--- src/rtl/disp_scan.sv ---
// disp_scan: multiplexed display scanner with blanking between digit slots.
//
// Each digit gets a slot of SLOT_CYCLES clocks. The first BLANK_CYCLES clocks
// of a slot keep all digit selects off. After that the digit is driven.
// New data is loaded into a pending buffer. It is moved into the display
// registers only at a frame boundary, or at once while idle, so a frame never
// shows a mix of old and new digits.
//
// Ports:
//   clk, rst_n      clock, async active-low reset
//   enable          scan enable; low forces IDLE
//   load            one-cycle capture of data_in/dp_in into the pending buffer
//   data_in/dp_in   digit nibbles (digit k at [4k+3:4k]) and decimal points
//   nibble_out      registered nibble of the active digit
//   dp_out          registered decimal point of the active digit
//   digit_en        one-hot digit select (zero while blanking or idle)
//   load_ack        pulses the cycle after pending data is committed
//   frame_tick      pulses on the last cycle of the final digit slot
//
// Optional build macro: LEADING_ZERO_BLANK_EN turns off leading zero digits.
module disp_scan #(
    parameter int DIGITS       = 4,
    parameter int SLOT_CYCLES  = 1000,
    parameter int BLANK_CYCLES = 16
) (
    input  logic                  clk,
    input  logic                  rst_n,
    input  logic                  enable,
    input  logic                  load,
    input  logic [4*DIGITS-1:0]   data_in,
    input  logic [DIGITS-1:0]     dp_in,
    output logic [3:0]            nibble_out,
    output logic                  dp_out,
    output logic [DIGITS-1:0]     digit_en,
    output logic                  load_ack,
    output logic                  frame_tick
);

    localparam int CW = $clog2(SLOT_CYCLES);
    localparam int IW = $clog2(DIGITS);
    localparam logic [CW-1:0] SLOT_LAST  = CW'(SLOT_CYCLES - 1);
    localparam logic [CW-1:0] BLANK_LAST = CW'(BLANK_CYCLES - 1);
    localparam logic [IW-1:0] IDX_LAST   = IW'(DIGITS - 1);

    typedef enum logic [1:0] {S_IDLE, S_BLANK, S_SHOW} state_t;

    state_t                r_state, w_state_nxt;
    logic [CW-1:0]         r_cnt;
    logic [IW-1:0]         r_idx, w_idx_nxt;
    logic                  r_pending;
    logic [4*DIGITS-1:0]   r_pbuf_nib, r_disp_nib, w_disp_nib_nxt;
    logic [DIGITS-1:0]     r_pbuf_dp, r_disp_dp, w_disp_dp_nxt;
    logic [3:0]            r_nib;
    logic                  r_dp;
    logic                  r_ack;
    logic                  w_slot_end, w_frame_tick, w_commit, w_blank_entry;
    logic                  w_supp;

    assign w_slot_end    = (r_state == S_SHOW) && (r_cnt == SLOT_LAST);
    assign w_frame_tick  = enable && w_slot_end && (r_idx == IDX_LAST);
    assign w_commit      = r_pending && (w_frame_tick || r_state == S_IDLE);
    assign w_blank_entry = enable && (r_state == S_IDLE || w_slot_end);

    // Display contents as they will be after this edge. Using this value for
    // the nibble picked at blank entry lets digit 0 of the new frame show
    // freshly committed data.
    assign w_disp_nib_nxt = w_commit ? r_pbuf_nib : r_disp_nib;
    assign w_disp_dp_nxt  = w_commit ? r_pbuf_dp  : r_disp_dp;

    always_comb begin
        w_idx_nxt = r_idx;
        if (!enable || r_state == S_IDLE)
            w_idx_nxt = '0;
        else if (w_slot_end)
            w_idx_nxt = (r_idx == IDX_LAST) ? '0 : r_idx + 1'b1;
    end

    // FSM: state register
    always_ff @(posedge clk or negedge rst_n) begin
        if (!rst_n) r_state <= S_IDLE;
        else        r_state <= w_state_nxt;
    end

    // FSM: next state
    always_comb begin
        w_state_nxt = r_state;
        if (!enable)
            w_state_nxt = S_IDLE;
        else begin
            case (r_state)
                S_IDLE:  w_state_nxt = S_BLANK;
                S_BLANK: if (r_cnt == BLANK_LAST) w_state_nxt = S_SHOW;
                S_SHOW:  if (r_cnt == SLOT_LAST)  w_state_nxt = S_BLANK;
                default: w_state_nxt = S_IDLE;
            endcase
        end
    end

    // FSM: outputs
    always_comb begin
        digit_en   = '0;
        if (r_state == S_SHOW && !w_supp)
            digit_en = {{(DIGITS-1){1'b0}}, 1'b1} << r_idx;
        frame_tick = w_frame_tick;
        nibble_out = r_nib;
        dp_out     = r_dp;
        load_ack   = r_ack;
    end

`ifdef LEADING_ZERO_BLANK_EN
    // A digit is dark when it and every higher digit has nibble 0 and no dp.
    // Digit 0 is never dark. The display registers change only at the frame
    // boundary, so this pattern holds steady for the whole frame.
    logic [DIGITS-1:0] w_lz;
    logic              w_run;
    always_comb begin
        w_lz  = '0;
        w_run = 1'b1;
        for (int k = DIGITS - 1; k >= 1; k--) begin
            w_run   = w_run && (r_disp_nib[4*k +: 4] == 4'd0) && !r_disp_dp[k];
            w_lz[k] = w_run;
        end
    end
    assign w_supp = w_lz[r_idx];
`else
    assign w_supp = 1'b0;
`endif

    always_ff @(posedge clk or negedge rst_n) begin
        if (!rst_n) begin
            r_cnt      <= '0;
            r_idx      <= '0;
            r_pending  <= 1'b0;
            r_pbuf_nib <= '0;
            r_pbuf_dp  <= '0;
            r_disp_nib <= '0;
            r_disp_dp  <= '0;
            r_nib      <= '0;
            r_dp       <= 1'b0;
            r_ack      <= 1'b0;
        end else begin
            if (!enable || r_state == S_IDLE || w_slot_end) r_cnt <= '0;
            else                                             r_cnt <= r_cnt + 1'b1;
            r_idx <= w_idx_nxt;

            // A load in a commit cycle wins over the clear, so it stays pending.
            if (load) begin
                r_pbuf_nib <= data_in;
                r_pbuf_dp  <= dp_in;
                r_pending  <= 1'b1;
            end else if (w_commit) begin
                r_pending  <= 1'b0;
            end

            r_disp_nib <= w_disp_nib_nxt;
            r_disp_dp  <= w_disp_dp_nxt;
            r_ack      <= w_commit;

            if (w_blank_entry) begin
                r_nib <= w_disp_nib_nxt[{w_idx_nxt, 2'b00} +: 4];
                r_dp  <= w_disp_dp_nxt[w_idx_nxt];
            end
        end
    end

endmodule

--- config.mk ---
export PLATFORM = sky130hd
export DESIGN_NAME = disp_scan
export DESIGN_NICKNAME = d
export VERILOG_FILES = /design/src/rtl/disp_scan.sv
export SDC_FILE = /design/constraint.sdc
export NUM_CORES = 1
export LEC_CHECK = 0
export ABC_AREA = 1
export ABC_CLOCK_PERIOD_IN_PS = 2600
export CAP_MARGIN = 20
export CORE_ASPECT_RATIO = 1.2
export CORE_MARGIN = 5
export CORE_UTILIZATION = 32
export CTS_BUF_LIST = sky130_fd_sc_hd__clkbuf_16
export CTS_CLUSTER_DIAMETER = 50
export DETAILED_ROUTE_END_ITERATION = 6
export PLACE_DENSITY_LB_ADDON = 0.25
export SETUP_SLACK_MARGIN = 0.02
export SYNTH_ARGS = -nofsm -noshare
export SYNTH_HDL_FRONTEND = slang
export SYNTH_SLANG_ARGS = --single-unit
--- constraint.sdc ---
create_clock -name clk -period 2.6 [get_ports clk]
set_clock_uncertainty 0.05 [all_clocks]
set_input_delay 0.52 -clock clk [delete_from_list [all_inputs] [get_ports clk]]
set_output_delay 0.52 -clock clk [all_outputs]
set_load 0.05 [all_outputs]
After elaboration in Yosys (flattened, before gate mapping)
Cells that the tools add are included.
Widths: inputs -> output; s select.
Word-level totals
  register bits: 61
  output and inout port bits: 11
  bits of input ports: 24
Operators by class
  magnitude comparators: 1
  reduce and logical (&&, ||, !) cells: 13
  shift operators: 2
  add/sub/neg operators: 2
  equality and inequality tests: 7
  multiplexer cells: 15
Operators with widths (count)
  $mux 16: 1
  $shiftx 16x5->4: 1
  $mux 2: 6
  $add 10x1->10 const B: 1
  $eq 10x10->1 const B: 1
  $eq 10x4->1 const B: 1
  $mux 10: 1
  $mux 4: 2
  $pmux 2 s3: 1
  $logic_and 1x1->1: 5
  $eq 2x2->1 const B: 2
  $logic_or 1x1->1: 4
  $shl 1x2->4 const A: 1
  $lt 2x3->1 const B: 1
  $mux 1: 3
  $ne 3x2->1 const B: 1
  $ne 3x3->1 const B: 1
  $add 2x1->2 const B: 1
  $bmux 1 s2: 1
  $eq 2x1->1 const B: 1
  $logic_not 2->1: 1
  $reduce_and 2->1: 1
  $reduce_bool 2->1: 1
  $logic_not 1->1: 1

Depth between registers and ports, before layout
  depth after elaboration: 9
  depth in mapped cells: 14
  gate-level depth less buffers: 13

Worst setup path before layout
No wires, ideal clock.
  kind: flip-flop to output port
  start: register r_state[0]
  end: output port digit_en[0]
  path slack: 655 ps
  stages on the path, launching flop included: 4
  required time: 2030 ps
  arrival: 1375 ps
  cell sequence: dfrtp_1 > nor2_1 > inv_1 > nor2_1
Between the ends
  word-level cells in the longest chain between the ends: 2
Ends and longest elaborated chain
  from (decl): RTL line 47  | state_t r_state, w_state_nxt;
  from (signal assigned): RTL line 81  | else r_state <= w_state_nxt;
  $eq 2x2->1: RTL line 102  | if (r_state == S_SHOW && !w_supp)
  $mux 4: RTL line 102
  to (decl): RTL line 34  | output logic [DIGITS-1:0] digit_en,
No other way between the ends.

Worst setup path in the final report
  start: register r_cnt[0]
  end: output port frame_tick
Between the ends
  word-level cells in the longest chain between the ends: 4
Ends and longest elaborated chain
  from (decl): RTL line 48  | logic [CW-1:0] r_cnt;
  from (signal assigned): RTL line 143  | else r_cnt <= r_cnt + 1'b1;
  $eq 10x10->1: RTL line 59  | assign w_slot_end = (r_state == S_SHOW) && (r_cnt == SLOT_LAST);
  $logic_and 1x1->1: RTL line 59
  $logic_and 1x1->1 (2 in series): RTL line 60  | assign w_frame_tick = enable && w_slot_end && (r_idx == IDX_LAST);
  to (decl): RTL line 36  | output logic frame_tick
No other way between the ends.

==> run metrics <==
initial DRC count=88; slowest cell on the critical path=dfrtp_1; Synth area leader=dfrtp_1; Initial DRT Pass Iterations=4; Die H=approximately 110 µm; worst reg-to-reg path cell count=13; ANT cells=0; Max Cap Violations=0; Final HPWL DP=4402 µm; top cell type's share of synthesized area=0.5263; core footprint=a little under 9000 µm²; fmax=451.2 MHz; status=complete, no violations; pin count of the biggest net entering global routing=42; CTS buffer count=9; H-tree depth=3; syn nets=371; Routed Antenna Nets=0; Post-Syn Instances=342; Synth cell types=27; Seq/Total Area, Yosys=0.5263; Die Span X=96.91 µm; Top delay family on crit path=simple AND/OR/NAND/NOR gates; Net Sw Frac=0.3612; total gr overflow=0; first-pass GRT wire length=10780 µm; Fin. Hold Viols=0; cts-stage hold buffer count=0; routed vias=2267; routed len/inst=12.05 µm; fraction of layout cells with a size suffix above 1=0.1091; Crit Path Max Fanout=4; Post-synth ARST share=1.000; #FFs+latches synth=61; Clock Latency Late Sink=0.32 ns; fin nets=a little over 400; worst-path cell chain=ha_1 > nand2_1 > nor3_1 > and3_1 > buf_12; Setup Fix Bufs, Post-CTS=0; max incr delay on CP=0.37 ns; Final Max Slew Viols=0; hold crit path type=input pin to asynchronous set/reset pin; P&R area growth vs syn=24.72%; logic gate share of total power=0.351; die area=11070 µm²; Avg Cell Area, Syn=around 8.5 µm²; Buffers & Inverters on Critical Path=1; initial antenna violation count=0; io pins=35; cell chosen for the clock root=clkbuf_16; Sequential Power Share=0.369; maximum clock insertion buffer count=2; IO buf count=34; via/cell ratio=4.489; Reg clk slew, reported paths=~0.050 ns; CTS sink cnt=between 60 and 70; Worst Path Required=2.03 ns; Tmin final=2.216 ns; Max VDD drop=roughly 370 µV; Leak=1.832 nW; power density cells=977.4 nW/µm²; CTS tree=yes; total design power=3.535 mW; count leader, synth=nand2_1; CP Capture Type=output port; GP Congestion=0.8161; Post-CTS Resized=0; GRT Overall Usage=0.1231; EDFF count, synth=0; Crit path arrival time=1.65 ns; Pint=2.258 mW; Post-Syn Area=a little under 3000 µm²; final worst path period share=0.8524; worst slew pin tran=0.5968 ns; final setup violation count=0; Row Count=38; worst r2r src=r_cnt[0]$_DFF_PN0_; Initial Util=0.3245; top_reg_cell synth=dfrtp_1; final WL=6087 µm; warnings from Yosys=0; CP Class=flip-flop to output port; relative max-transition margin=0.6009; clock network fraction of design power=0.280; drt drc=0; Switch Pwr=roughly 1.3 mW; Synth area leaders=dfrtp_1 (53%), nand2_1 (12%), nand3_1 (8.1%); RR Endpoint=nibble_out[1]$_DFFE_PN0P_; Worst setup SP type=flip-flop; RSZ-0062 raised after global routing=no; reg2reg setup slack=~0.56 ns; Commonest cells post-synth=nand2_1 (96), dfrtp_1 (61), inv_1 (49); setup TNS=0 ns; vias in the first global route=2297
==> power groups by stage <==
stage               logic (mW)  clock network (mW)  registers [mW]
floorplan                0.795                   0            1.44
global placement          1.25                   0            1.32
detailed placement        1.26                   0            1.32
CTS                       1.26                1.02            1.31
global route              1.42                1.06            1.34
finish                    1.24               0.989            1.31
==> worst reg2reg max path: stages (launching register included) <==
cell and delay [ns]:
dfrtp_1 0.39, ha_1 0.22, nand2_1 0.13, nor2_1 0.09
nand3_1 0.13, nand2_2 0.10, nand2_2 0.33, nand2_1 0.10
nand2_1 0.10, nand2_1 0.08, nand3_1 0.08, nand2_1 0.05
nand2_1 0.05, nand2_1 0.04
==> placed cells by master, fill, tap and decap left out <==
master	instances
nand3_2	1
a21oi_1	3
nand3_1	47
mux2_2	10
dfrtp_1	61
clkinv_1	5
nor4_1	1
nand2_2	3
o211ai_1	1
o21ai_0	11
a31o_2	1
nand4_1	1
inv_1	50
buf_4	7
buf_2	1
nand4_2	1
ha_1	5
nor3b_1	4
clkbuf_16	9
a221oi_1	1
nor3_1	5
nor2_4	2
nor2_1	22
nand2_1	96
inv_2	4
buf_12	3
clkdlybuf4s50_1	28
and3_1	1
a32o_1	1
==> worst max path at each step <==
stage / start / endpoint / slack [ns] / depth (start not counted)
detailed placement: enable / nibble_out[1]$_DFFE_PN0P_ / 0.17 / 12
finish: r_cnt[0]$_DFF_PN0_ / frame_tick / 0.38 / 5
CTS: r_cnt[0]$_DFF_PN0_ / frame_tick / 0.37 / 5
floorplan: r_state[0]$_DFFE_PN0P_ / digit_en[0] / 0.66 / 3
global route: r_cnt[0]$_DFF_PN0_ / frame_tick / 0.27 / 5
global placement: enable / nibble_out[3]$_DFFE_PN0P_ / 0.19 / 13
==> flip-flops by register name, summed over array words and instances (netlist names) <==
name,flops
r_disp_nib,16
r_pbuf_nib,16
r_cnt,10
nibble_out,4
r_disp_dp,4
r_pbuf_dp,4
r_idx,2
r_state,2
dp_out,1
load_ack,1
r_pending,1
==> layout make-up <==
type	instances	area, µm²
Clock buffer	9	225.2
Sequential cell	61	1526
Multi-Input combinational cell	217	1096
Tap cell	120	150.1
Inverter	53	198.9
Fill cell	926	5321
Clock inverter	6	22.52
Timing Repair Buffer	39	397.9
==> metal layers <==
layer / share of wire / global-route usage / vias up
met5: 0 / 0 / -
met4: 0.016 / 0.05337 / 0
met3: 0.052 / 0.03900 / 6
met2: 0.48 / 0.1975 / 52
met1: 0.45 / 0.1530 / 1048
li1: - / - / 1161
==> cells by family (layout without fill, tap and decap cells) <==
| group | Yosys count | in the layout | synth area share |
|---|---|---|---|
| muxes | 10 | 10 | 0.03883 |
| buffers and inverters | 64 | 107 | 0.09577 |
| adders and majority gates | 5 | 5 | 0.02157 |
| AOI/OAI and AO/OA | 18 | 18 | 0.03624 |
| and+or+nand+nor | 184 | 184 | 0.2813 |
| DFF | 61 | 61 | 0.5263 |
==> metrics by stage <==
step / hold WS, ns / utilization / area (µm²) / worst slack [ns] / cells
after floorplan: 0.1744 / - / 2900 / 0.6553 / 342
after global placement: 0.3998 / 0.3770 / 3369 / 0.1945 / 490
after detailed placement: 0.4036 / 0.3770 / 3369 / 0.1659 / 490
after CTS: 0.1217 / 0.4047 / 3617 / 0.3684 / 505
after global routing: 0.1563 / 0.4047 / 3617 / 0.2698 / 505
final: 0.1092 / 0.4047 / 3617 / 0.3837 / 505
Note: power is estimated with default switching activity, not from simulation.
